$ cat config.mk
export PLATFORM = sky130hd
export DESIGN_NAME = rst_sequencer
export DESIGN_NICKNAME = d
export VERILOG_FILES = /design/src/rtl/clk_rst_pkg.sv /design/src/rtl/bit_sync.sv /design/src/rtl/rst_sequencer.sv
export SDC_FILE = /design/constraint.sdc
export NUM_CORES = 1
export LEC_CHECK = 0
export ABC_AREA = 1
export BUFFER_PORTS_ARGS = -buffer_cell sky130_fd_sc_hd__buf_2
export CAP_MARGIN = 0
export CORE_AREA = 3 3 65 67
export DETAILED_ROUTE_END_ITERATION = 7
export DIE_AREA = 0 0 68 70
export PLACE_DENSITY_LB_ADDON = 0.12
export SETUP_SLACK_MARGIN = 0.02
export SLEW_MARGIN = 0
export SYNTH_ARGS = -nofsm -noshare
export SYNTH_HDL_FRONTEND = slang
export SYNTH_HIERARCHICAL = 1
export SYNTH_SLANG_ARGS = --single-unit
$ cat constraint.sdc
create_clock -name clk_i -period 4.1 [get_ports clk_i]
set_input_delay 0.205 -clock clk_i [delete_from_list [all_inputs] [get_ports clk_i]]
set_output_delay 0.205 -clock clk_i [all_outputs]
set_load 0.01 [all_outputs]
$ cat src/rtl/clk_rst_pkg.sv
// clk_rst_pkg: shared types and sizing helpers for the clock/reset manager.
package clk_rst_pkg;

   // Sequencer states, in the order a clean power-up walks through them.
   typedef enum logic [2:0] {
      MMCM_RST  = 3'd0,
      WAIT_LOCK = 3'd1,
      FILTER    = 3'd2,
      RELEASE   = 3'd3,
      RUN       = 3'd4
   } rst_seq_state_e;

   // Bits needed to hold values 0..max_val; never returns less than 1.
   function automatic int cnt_width(input int max_val);
      return (max_val < 2) ? 1 : $clog2(max_val + 1);
   endfunction

   function automatic int max_int(input int a, input int b);
      return (a > b) ? a : b;
   endfunction

endpackage

$ cat src/rtl/bit_sync.sv
// bit_sync: two-flop synchroniser for an asynchronous status input.
// Async active-low reset, both stages reset to 0.
module bit_sync (
   input  logic clk_i,
   input  logic rstn_i,
   input  logic d_i,
   output logic q_o
);

   logic meta_q;
   logic sync_q;

   // Two back-to-back flops give the first stage a full cycle to settle.
   always_ff @(posedge clk_i or negedge rstn_i) begin
      if (!rstn_i) begin
         meta_q <= 1'b0;
         sync_q <= 1'b0;
      end else begin
         meta_q <= d_i;
         sync_q <= meta_q;
      end
   end

   assign q_o = sync_q;

endmodule

$ cat src/rtl/rst_sequencer.sv
// rst_sequencer: drives the MMCM reset, filters LOCKED and releases NUM_CH
// domain resets in ascending order, STAGE_DLY cycles apart.
// Optional lock-timeout watchdog: define RST_SEQ_WATCHDOG_EN.
// Clocked from the free-running board clock, never from an MMCM output.
module rst_sequencer
   import clk_rst_pkg::*;
#(
   parameter int NUM_CH       = 3,
   parameter int MMCM_RST_CYC = 8,
   parameter int LOCK_FILTER  = 16,
   parameter int STAGE_DLY    = 4,
   parameter int LOCK_TIMEOUT = 1024,
   parameter int CNT_W        = 8
) (
   input  logic              clk_i,
   input  logic              rstn_i,
   input  logic              locked_i,
   input  logic              soft_rst_i,
   output logic              mmcm_rst_o,
   output logic [NUM_CH-1:0] rst_o,
   output logic              ready_o,
   output logic [CNT_W-1:0]  lock_loss_cnt_o,
   output logic              timeout_o
);

   // One cycle counter is shared by every timed state, so size it for the longest.
   localparam int CYC_MAX = max_int(max_int(MMCM_RST_CYC, LOCK_FILTER),
                                    max_int(STAGE_DLY, LOCK_TIMEOUT));
   localparam int CYC_W   = cnt_width(CYC_MAX);
   localparam int CH_W    = cnt_width(NUM_CH - 1);

   localparam logic [CYC_W-1:0] MMCM_LAST = CYC_W'(MMCM_RST_CYC - 1);
   localparam logic [CYC_W-1:0] FILT_LAST = CYC_W'(LOCK_FILTER - 1);
   localparam logic [CYC_W-1:0] STG_LAST  = CYC_W'(STAGE_DLY - 1);
   localparam logic [CH_W-1:0]  CH_LAST   = CH_W'(NUM_CH - 1);
   localparam logic [CNT_W-1:0] LOSS_MAX  = '1;

   rst_seq_state_e    state_q;
   logic [CYC_W-1:0]  cyc_q;
   logic [CH_W-1:0]   ch_q;
   logic              mmcm_rst_q;
   logic [NUM_CH-1:0] rst_q;
   logic              ready_q;
   logic [CNT_W-1:0]  loss_q;

   logic              lk_s;
   logic              lock_loss_d;
   logic [CNT_W-1:0]  loss_d;

`ifdef RST_SEQ_WATCHDOG_EN
   localparam logic [CYC_W-1:0] TMO_LAST = CYC_W'(LOCK_TIMEOUT - 1);
   logic timeout_q;
`endif

   bit_sync u_lock_sync (
      .clk_i  (clk_i),
      .rstn_i (rstn_i),
      .d_i    (locked_i),
      .q_o    (lk_s)
   );

   // A drop only counts as lock loss once domains have started leaving reset;
   // earlier drops just restart the filter. The counter sticks at its maximum.
   always_comb begin
      lock_loss_d = !lk_s && ((state_q == RELEASE) || (state_q == RUN));
      loss_d      = (loss_q == LOSS_MAX) ? loss_q : loss_q + 1'b1;
   end

   // Sequencer FSM; every output is a register updated alongside the state.
   always_ff @(posedge clk_i or negedge rstn_i) begin
      if (!rstn_i) begin
         state_q    <= MMCM_RST;
         cyc_q      <= '0;
         ch_q       <= '0;
         mmcm_rst_q <= 1'b1;
         rst_q      <= '1;
         ready_q    <= 1'b0;
         loss_q     <= '0;
`ifdef RST_SEQ_WATCHDOG_EN
         timeout_q  <= 1'b0;
`endif
      end else begin
`ifdef RST_SEQ_WATCHDOG_EN
         timeout_q <= 1'b0;
`endif
         if (soft_rst_i || lock_loss_d) begin
            // Soft request wins over a simultaneous lock loss and is not counted.
            state_q    <= MMCM_RST;
            cyc_q      <= '0;
            ch_q       <= '0;
            mmcm_rst_q <= 1'b1;
            rst_q      <= '1;
            ready_q    <= 1'b0;
            if (!soft_rst_i) begin
               loss_q <= loss_d;
            end
         end else begin
            case (state_q)
               MMCM_RST: begin
                  if (cyc_q == MMCM_LAST) begin
                     state_q    <= WAIT_LOCK;
                     cyc_q      <= '0;
                     mmcm_rst_q <= 1'b0;
                  end else begin
                     cyc_q <= cyc_q + 1'b1;
                  end
               end
               WAIT_LOCK: begin
                  if (lk_s) begin
                     state_q <= FILTER;
                     cyc_q   <= '0;
                  end
`ifdef RST_SEQ_WATCHDOG_EN
                  else if (cyc_q == TMO_LAST) begin
                     state_q    <= MMCM_RST;
                     cyc_q      <= '0;
                     mmcm_rst_q <= 1'b1;
                     timeout_q  <= 1'b1;
                  end else begin
                     cyc_q <= cyc_q + 1'b1;
                  end
`endif
               end
               FILTER: begin
                  if (!lk_s) begin
                     state_q <= WAIT_LOCK;
                     cyc_q   <= '0;
                  end else if (cyc_q == FILT_LAST) begin
                     // Channel 0 leaves reset on the same edge we enter RELEASE.
                     state_q <= RELEASE;
                     cyc_q   <= '0;
                     ch_q    <= '0;
                     rst_q   <= rst_q << 1;
                  end else begin
                     cyc_q <= cyc_q + 1'b1;
                  end
               end
               RELEASE: begin
                  // Shifting zeros in from bit 0 guarantees ascending release order.
                  if (ch_q == CH_LAST) begin
                     state_q <= RUN;
                     ready_q <= 1'b1;
                  end else if (cyc_q == STG_LAST) begin
                     cyc_q <= '0;
                     ch_q  <= ch_q + 1'b1;
                     rst_q <= rst_q << 1;
                  end else begin
                     cyc_q <= cyc_q + 1'b1;
                  end
               end
               RUN: begin
                  ready_q <= 1'b1;
               end
               default: begin
                  state_q    <= MMCM_RST;
                  cyc_q      <= '0;
                  ch_q       <= '0;
                  mmcm_rst_q <= 1'b1;
                  rst_q      <= '1;
                  ready_q    <= 1'b0;
               end
            endcase
         end
      end
   end

   assign mmcm_rst_o      = mmcm_rst_q;
   assign rst_o           = rst_q;
   assign ready_o         = ready_q;
   assign lock_loss_cnt_o = loss_q;
`ifdef RST_SEQ_WATCHDOG_EN
   assign timeout_o       = timeout_q;
`else
   assign timeout_o       = 1'b0;
`endif

endmodule

== Word-level counts from Yosys, hierarchy flattened ==
Cells that the tools add are included.
Storage, ports and cells
  bits in registers: 31
  latch bits: 0
  RAM bits: 0
  ROM bits: 0
  input port bits: 4
  output and inout port bits: 14
  logic and storage cells: 82
  memories: 0
Operators by class
  $add $sub $neg: 3
  multipliers: 0
  divide/modulo/power cells: 0
  magnitude comparators: 0
  equal/unequal tests: 21
  shift-type cells: 0
  multiplexer cells: 33
  bitwise gates (word level): 2
  reductions and logical operators: 14
Operator list (count)
  11-bit two-way mux: 7
  11-bit one-hot mux with 5 select lines: 1
  3-bit two-way mux: 11
  3-bit one-hot mux with 5 select lines: 1
  11-bit by 1-bit adder with 11-bit output (second input constant): 1
  11-bit by 2-bit equality test with 1-bit output (second input constant): 1
  11-bit by 3-bit equality test with 1-bit output (second input constant): 1
  11-bit by 4-bit equality test with 1-bit output (second input constant): 1
  2-bit two-way mux: 5
  5-bit AND reduction: 2
  3-bit inequality test (second input constant): 3
  3-bit one-hot mux with 3 select lines: 1
  8-bit by 1-bit adder with 8-bit output (second input constant): 1
  8-bit equality test (second input constant): 1
  2-bit by 1-bit inequality test with 1-bit output (second input constant): 4
  3-bit by 2-bit equality test with 1-bit output (second input constant): 2
  3-bit by 1-bit inequality test with 1-bit output (second input constant): 2
  3-bit by 2-bit inequality test with 1-bit output (second input constant): 2
  2-bit one-hot mux with 3 select lines: 1
  3-bit AND reduction: 2
  3-bit OR reduction: 2
  1-bit two-way mux: 4
  4-bit inequality test (second input constant): 1
  2-bit AND reduction: 2
  other kinds (12): 14

== Longest topological paths before layout ==
  depth in word-level cells: 6
  gate-level depth with buffers: 11
  depth with buffers taken out: 10

== Hierarchy ==
The synthesis kept the hierarchy.
By module, submodules not included
  rst_sequencer: times used 1, cells each 290, area each 1993.2 um^2
  bit_sync: times used 1, cells each 2, area each 50.0 um^2

== Worst setup path after synthesis ==
Ideal clock, no wire load.
  path kind: flip-flop to flip-flop
  start: reg cyc_q[5]
  end: reg cyc_q[3]
  library setup time: 0.113 ns
  data arrival time: 1.312 ns
  data required time: 3.987 ns
  setup slack: 2.676 ns
  stages on the path, launching flop included: 12
  buffers on the path: 1
  period minus slack after synthesis: 1.424 ns
  cell sequence: dfrtp_1 > buf_2 > nor2_1 > nand2_1 > nor2_1 > nand2_1 > nand2_1 > nand3_1 > nand2_1 > nand2_1 > nand2_1 > inv_1
Between the ends
  cells in the longest elaborated chain, start to end: 5
  elaborated cells between the ends (all ways): 10
  those cells by class: 3 x eq/ne; 7 x mux
Ends and longest elaborated chain
  start: declaration: RTL line rst_sequencer.sv:39  | logic [CYC_W-1:0] cyc_q;
  start signal: assignment: RTL line rst_sequencer.sv:105  | cyc_q <= cyc_q + 1'b1;
  start signal: assignment: RTL line rst_sequencer.sv:135  | cyc_q <= cyc_q + 1'b1;
  start signal: assignment: RTL line rst_sequencer.sv:148  | cyc_q <= cyc_q + 1'b1;
  11-bit by 2-bit equality test with 1-bit output / 11-bit by 4-bit equality test with 1-bit output (equally long branches): RTL line rst_sequencer.sv:143, rst_sequencer.sv:128
  11-bit two-way mux, on equally long branches: RTL line rst_sequencer.sv:143, rst_sequencer.sv:128
  11-bit two-way mux, on equally long branches: RTL line rst_sequencer.sv:140, rst_sequencer.sv:125
  11-bit one-hot mux with 5 select lines *: RTL line rst_sequencer.sv:98  | case (state_q)
  11-bit two-way mux *: RTL line rst_sequencer.sv:86  | if (soft_rst_i || lock_loss_d) begin
Every way passes the cells marked *; elsewhere a longest branch is shown, timed or not. The select of a mux whose other input is x is not followed.
A chain may end at the register's enable or synchronous reset.

== Worst setup path in the final report ==
  start: reg state_q[0]
  end: reg state_q[1]
Between the ends
  cells in the longest elaborated chain, start to end: 6
  elaborated cells between the ends (all ways): 16
  those cells by class: 9 x eq/ne; 2 x mux; 5 x reduce/logical
Ends and longest elaborated chain
  start: declaration: RTL line rst_sequencer.sv:38  | rst_seq_state_e state_q;
  start signal: assignment: RTL line rst_sequencer.sv:72  | state_q <= MMCM_RST;
  start signal: assignment: RTL line rst_sequencer.sv:88  | state_q <= MMCM_RST;
  start signal: assignment: RTL line rst_sequencer.sv:101  | state_q <= WAIT_LOCK;
  3-bit by 2-bit equality test with 1-bit output / 3-bit equality test (equally long branches): RTL line rst_sequencer.sv:65, rst_sequencer.sv:98
  1-bit logical OR: RTL line rst_sequencer.sv:65  | lock_loss_d = !lk_s && ((state_q == RELEASE) || (state_q == RUN));
  1-bit logical AND: RTL line rst_sequencer.sv:65
  1-bit logical OR: RTL line rst_sequencer.sv:86
  4-bit inequality test (no line), or another cell as far along
  5-bit AND reduction (no line)
Several ways; a longest one is shown, not always the timed one.

==> impl_metrics.py <==
metrics = {
    "status": {
        "outcome": "finished, final reports clean",
    },
    "clocking": {
        "numCtsBuffers": 5,
        "ctsHoldBuffers": 1,
        "htreeDepth": 2,
        "cts_root_buf": "clkbuf_8",
        "cts_max_path_buffers": 2,
        "cts_tree": "built",
        "postCtsResizedCells": 0,
        "insertion_delay_ps": 280,
        "clkSlewWorstSetupHoldPaths_ps": 60,
        "post-cts-setup-buffers": 0,
        "cts.sinks": 31,
    },
    "placed_design": {
        "finalWeightedCongestion": 0.8936,
        "io_buffers": 16,
        "hpwl_um": 3370,
        "place_ws_ps": 2393,
    },
    "worst_setup_path": {
        "crit_fanout": 12,
        "reg2reg_from": "state_q[0]$_DFFE_PN0P_",
        "path_class": "register to register",
        "cp-end-kind": "register",
        "required_ps": 4270,
        "ff2ff_setup_slack_ps": 2360,
        "r2r-end": "state_q[1]$_DFFE_PN0P_",
        "cp.arrival_ps": 1910,
        "reg2regPathDepth": 9,
        "critPathLaunchType": "register",
    },
    "global_routing": {
        "antenna_found_initial": 0,
        "gr-total-overflow": 0,
        "grt_pass1_wl_um": 7976,
        "grt_max_degree": 32,
        "first_global_vias": 1745,
        "track_usage_pct": 21.69,
    },
    "timing": {
        "post-route-period-util_pct": 42.39,
        "finalMaxSlewViolations": 0,
        "hold_viol": 0,
        "setup_slack_ps": 2362,
        "timing.fmax_mhz": 575.4,
        "tns_ps": 0,
        "finClkSkew_ps": 3.360,
        "setup_viol": 0,
        "min_period_ps": 1738,
        "rsz0062_at_grt": "false",
        "relSlewSlack_pct": 54.03,
        "worstMarginPinSlew_ps": 689.6,
    },
    "logic_synthesis": {
        "ys_ff_latch": 31,
        "netlist_area_sq_um": 2043,
        "syn-num-nets": 299,
        "synth.distinct_cells": 30,
        "avgSynthCellArea_sq_um": 6.997,
        "yosysWarnings": 6,
        "yosysSeqAreaShare_pct": 38.21,
        "synth_flop_cell": "dfrtp_1",
        "syn_inst": 292,
        "synth_edf_count": 0,
        "async_flop_share_pct": 100.0,
    },
    "power": {
        "power.leakage_nw": 1.195,
        "vdd_drop_max_mv": 0.3405,
        "cellPowerDensity_nw_per_um2": 475.5,
    },
    "floorplan": {
        "initial_utilization_pct": 55.39,
        "ios": 18,
        "rows": 22,
        "die_y_um": 70,
        "core_area_sq_um": 3689,
        "dieWidth_um": 68,
        "die_area_sq_um": 4760,
    },
    "drt": {
        "ant_nets": 0,
        "wl_per_cell_um": 12.51,
        "drtIter0Drc": 200,
        "vias": 1859,
        "routed_wl_um": 4490,
        "firstDrtPassIters": 4,
        "drc_errors": 0,
        "vias_per_cell": 5.178,
    },
    "cells_and_area": {
        "drive_gt1_share_pct": 14.79,
        "num_antenna_cells": 0,
        "syn_to_final_growth_pct": 9.553,
        "nets": 318,
    },
    "min_path": {
        "hold_path_class": "primary input to register",
        "hp-start": "locked_i",
        "hold-path-endpoint": "u_lock_sync/meta_q$_DFF_PN0_",
        "whs_path_depth": 1,
    },
    "flow_run": {
        "max_cap_violations": 0,
    },
}
[layout by cell type, fill, tap and decap left out]
master | Yosys | routed
nor4_1 | 1 | 1
o21ai_0 | 2 | 2
o21ai_1 | 2 | 2
clkbuf_8 | 0 | 6
nor2_4 | 2 | 2
xor2_1 | 5 | 5
xnor2_1 | 2 | 2
clkinv_2 | 0 | 1
nor3b_1 | 1 | 1
nand2_2 | 7 | 7
nor3_1 | 6 | 6
nand3_2 | 1 | 1
nand3_1 | 43 | 43
dfrtp_1 | 27 | 27
inv_2 | 4 | 4
buf_2 | 1 | 16
o211ai_1 | 1 | 1
clkinv_1 | 1 | 1
o21a_1 | 1 | 1
nand3_4 | 2 | 2
nand4_2 | 2 | 2
nand2_1 | 90 | 90
nor2_1 | 34 | 34
inv_1 | 33 | 33
dfstp_2 | 4 | 4
nand2_4 | 1 | 1
nand4_1 | 10 | 10
conb_1 | 1 | 1
ha_1 | 3 | 3
dlygate4sd3_1 | 0 | 1
a21oi_1 | 1 | 1
[metal layers]
metal	vias to the layer above	routed length [um]	GRT usage, %
li1	967	-	-
met3	9	181	4.984
met2	39	2019	31.16
met1	844	2224	32.05
met4	0	65	6.402
met5	-	0	0
[state kept, by name (all words and copies together), names as in the netlist]
| register | cells |
|---|---|
| lock_loss_cnt_o | 8 |
| mmcm_rst_o | 1 |
| state_q | 3 |
| ready_o | 1 |
| u_lock_sync/meta_q | 1 |
| cyc_q | 11 |
| u_lock_sync/q_o | 1 |
| ch_q | 2 |
| rst_o | 3 |
[report_power, final]
group	total, W	switching (W)	leakage [nW]	internal [W]
Clock	0.000238	0.000107	0.0470	0.000131
Combinational	0.000385	0.000256	0.749	0.000130
Sequential	0.000441	0.0000630	0.399	0.000378
[final cells by class]
| class | instances | area [sq um] |
|---|---|---|
| Sequential cell | 31 | 780.7 |
| Clock inverter | 1 | 5.005 |
| Multi-Input combinational cell | 218 | 1077 |
| Inverter | 38 | 142.6 |
| Tap cell | 48 | 60.06 |
| Timing Repair Buffer | 17 | 90.09 |
| Clock buffer | 6 | 82.58 |
| Fill cell | 357 | 1450 |
[kinds of logic (layout without fill, tap and decap cells)]
group | count (synthesis) | in the layout | share of synthesized area, %
other | 1 | 1 | 0.1835
xor gates and xnor gates | 7 | 7 | 3.001
and+or+nand+nor | 200 | 200 | 45.74
buffers and inverters | 43 | 62 | 9.062
adders and majority gates | 3 | 3 | 1.837
DFF | 31 | 31 | 38.21
AOI/OAI and AO/OA | 7 | 7 | 1.960
[worst max-delay path by stage]
stage / start / endpoint / slack [ps]
2_1_floorplan: cyc_q[5]$_DFFE_PN0P_ / cyc_q[3]$_DFFE_PN0P_ / 2680
3_3_place_gp: state_q[0]$_DFFE_PN0P_ / state_q[1]$_DFFE_PN0P_ / 2380
3_5_place_dp: state_q[0]$_DFFE_PN0P_ / state_q[1]$_DFFE_PN0P_ / 2390
4_1_cts: state_q[0]$_DFFE_PN0P_ / state_q[1]$_DFFE_PN0P_ / 2390
5_1_grt: cyc_q[0]$_DFFE_PN0P_ / ch_q[0]$_DFFE_PN0P_ / 2180
6_report: state_q[0]$_DFFE_PN0P_ / state_q[1]$_DFFE_PN0P_ / 2360
[through the flow]
stage | util [%] | total power, W | hold WS [ps] | std cells | cell area [sq um]
final | 60.69 | 0.001064 | 30.20 | 359 | 2238
after global placement | 58.04 | 0.0008303 | 292.1 | 351 | 2141
after CTS | 60.69 | 0.001076 | 17.89 | 359 | 2238
after global routing | 60.69 | 0.001158 | 27.87 | 359 | 2238
after detailed placement | 58.04 | 0.0008294 | 295.5 | 351 | 2141
after floorplan | - | 0.0007120 | -90.59 | 292 | 2043
[synth_stat cells, types with 2 or more instances]
library cell  count  area share, %
inv_1            33            6.1
nand3_1          43             11
xor2_1            5            2.1
nand4_1          10            3.1
inv_2             4           0.73
ha_1              3            1.8
nand4_2           2            1.2
nor2_4            2            1.1
xnor2_1           2           0.86
dfrtp_1          27             33
nor2_1           34            6.2
o21ai_1           2           0.49
buf_4             2           0.73
o21ai_0           2           0.49
nor3_1            6            1.5
dfstp_2           4            5.1
nand3_4           2            1.7
nand2_1          90             17
nand2_2           7            2.1
buf_6             2            1.1
[critical path, stage by stage, from the launching register on]
cell     delay, ps
dfrtp_1        440
inv_1           90
nand2_2        100
nand2_2        100
nand3_4        110
nand2_2        100
inv_2          210
nand3_1        240
nand3_1        170
nand2_1         60
(Power assumes the default switching activity.)
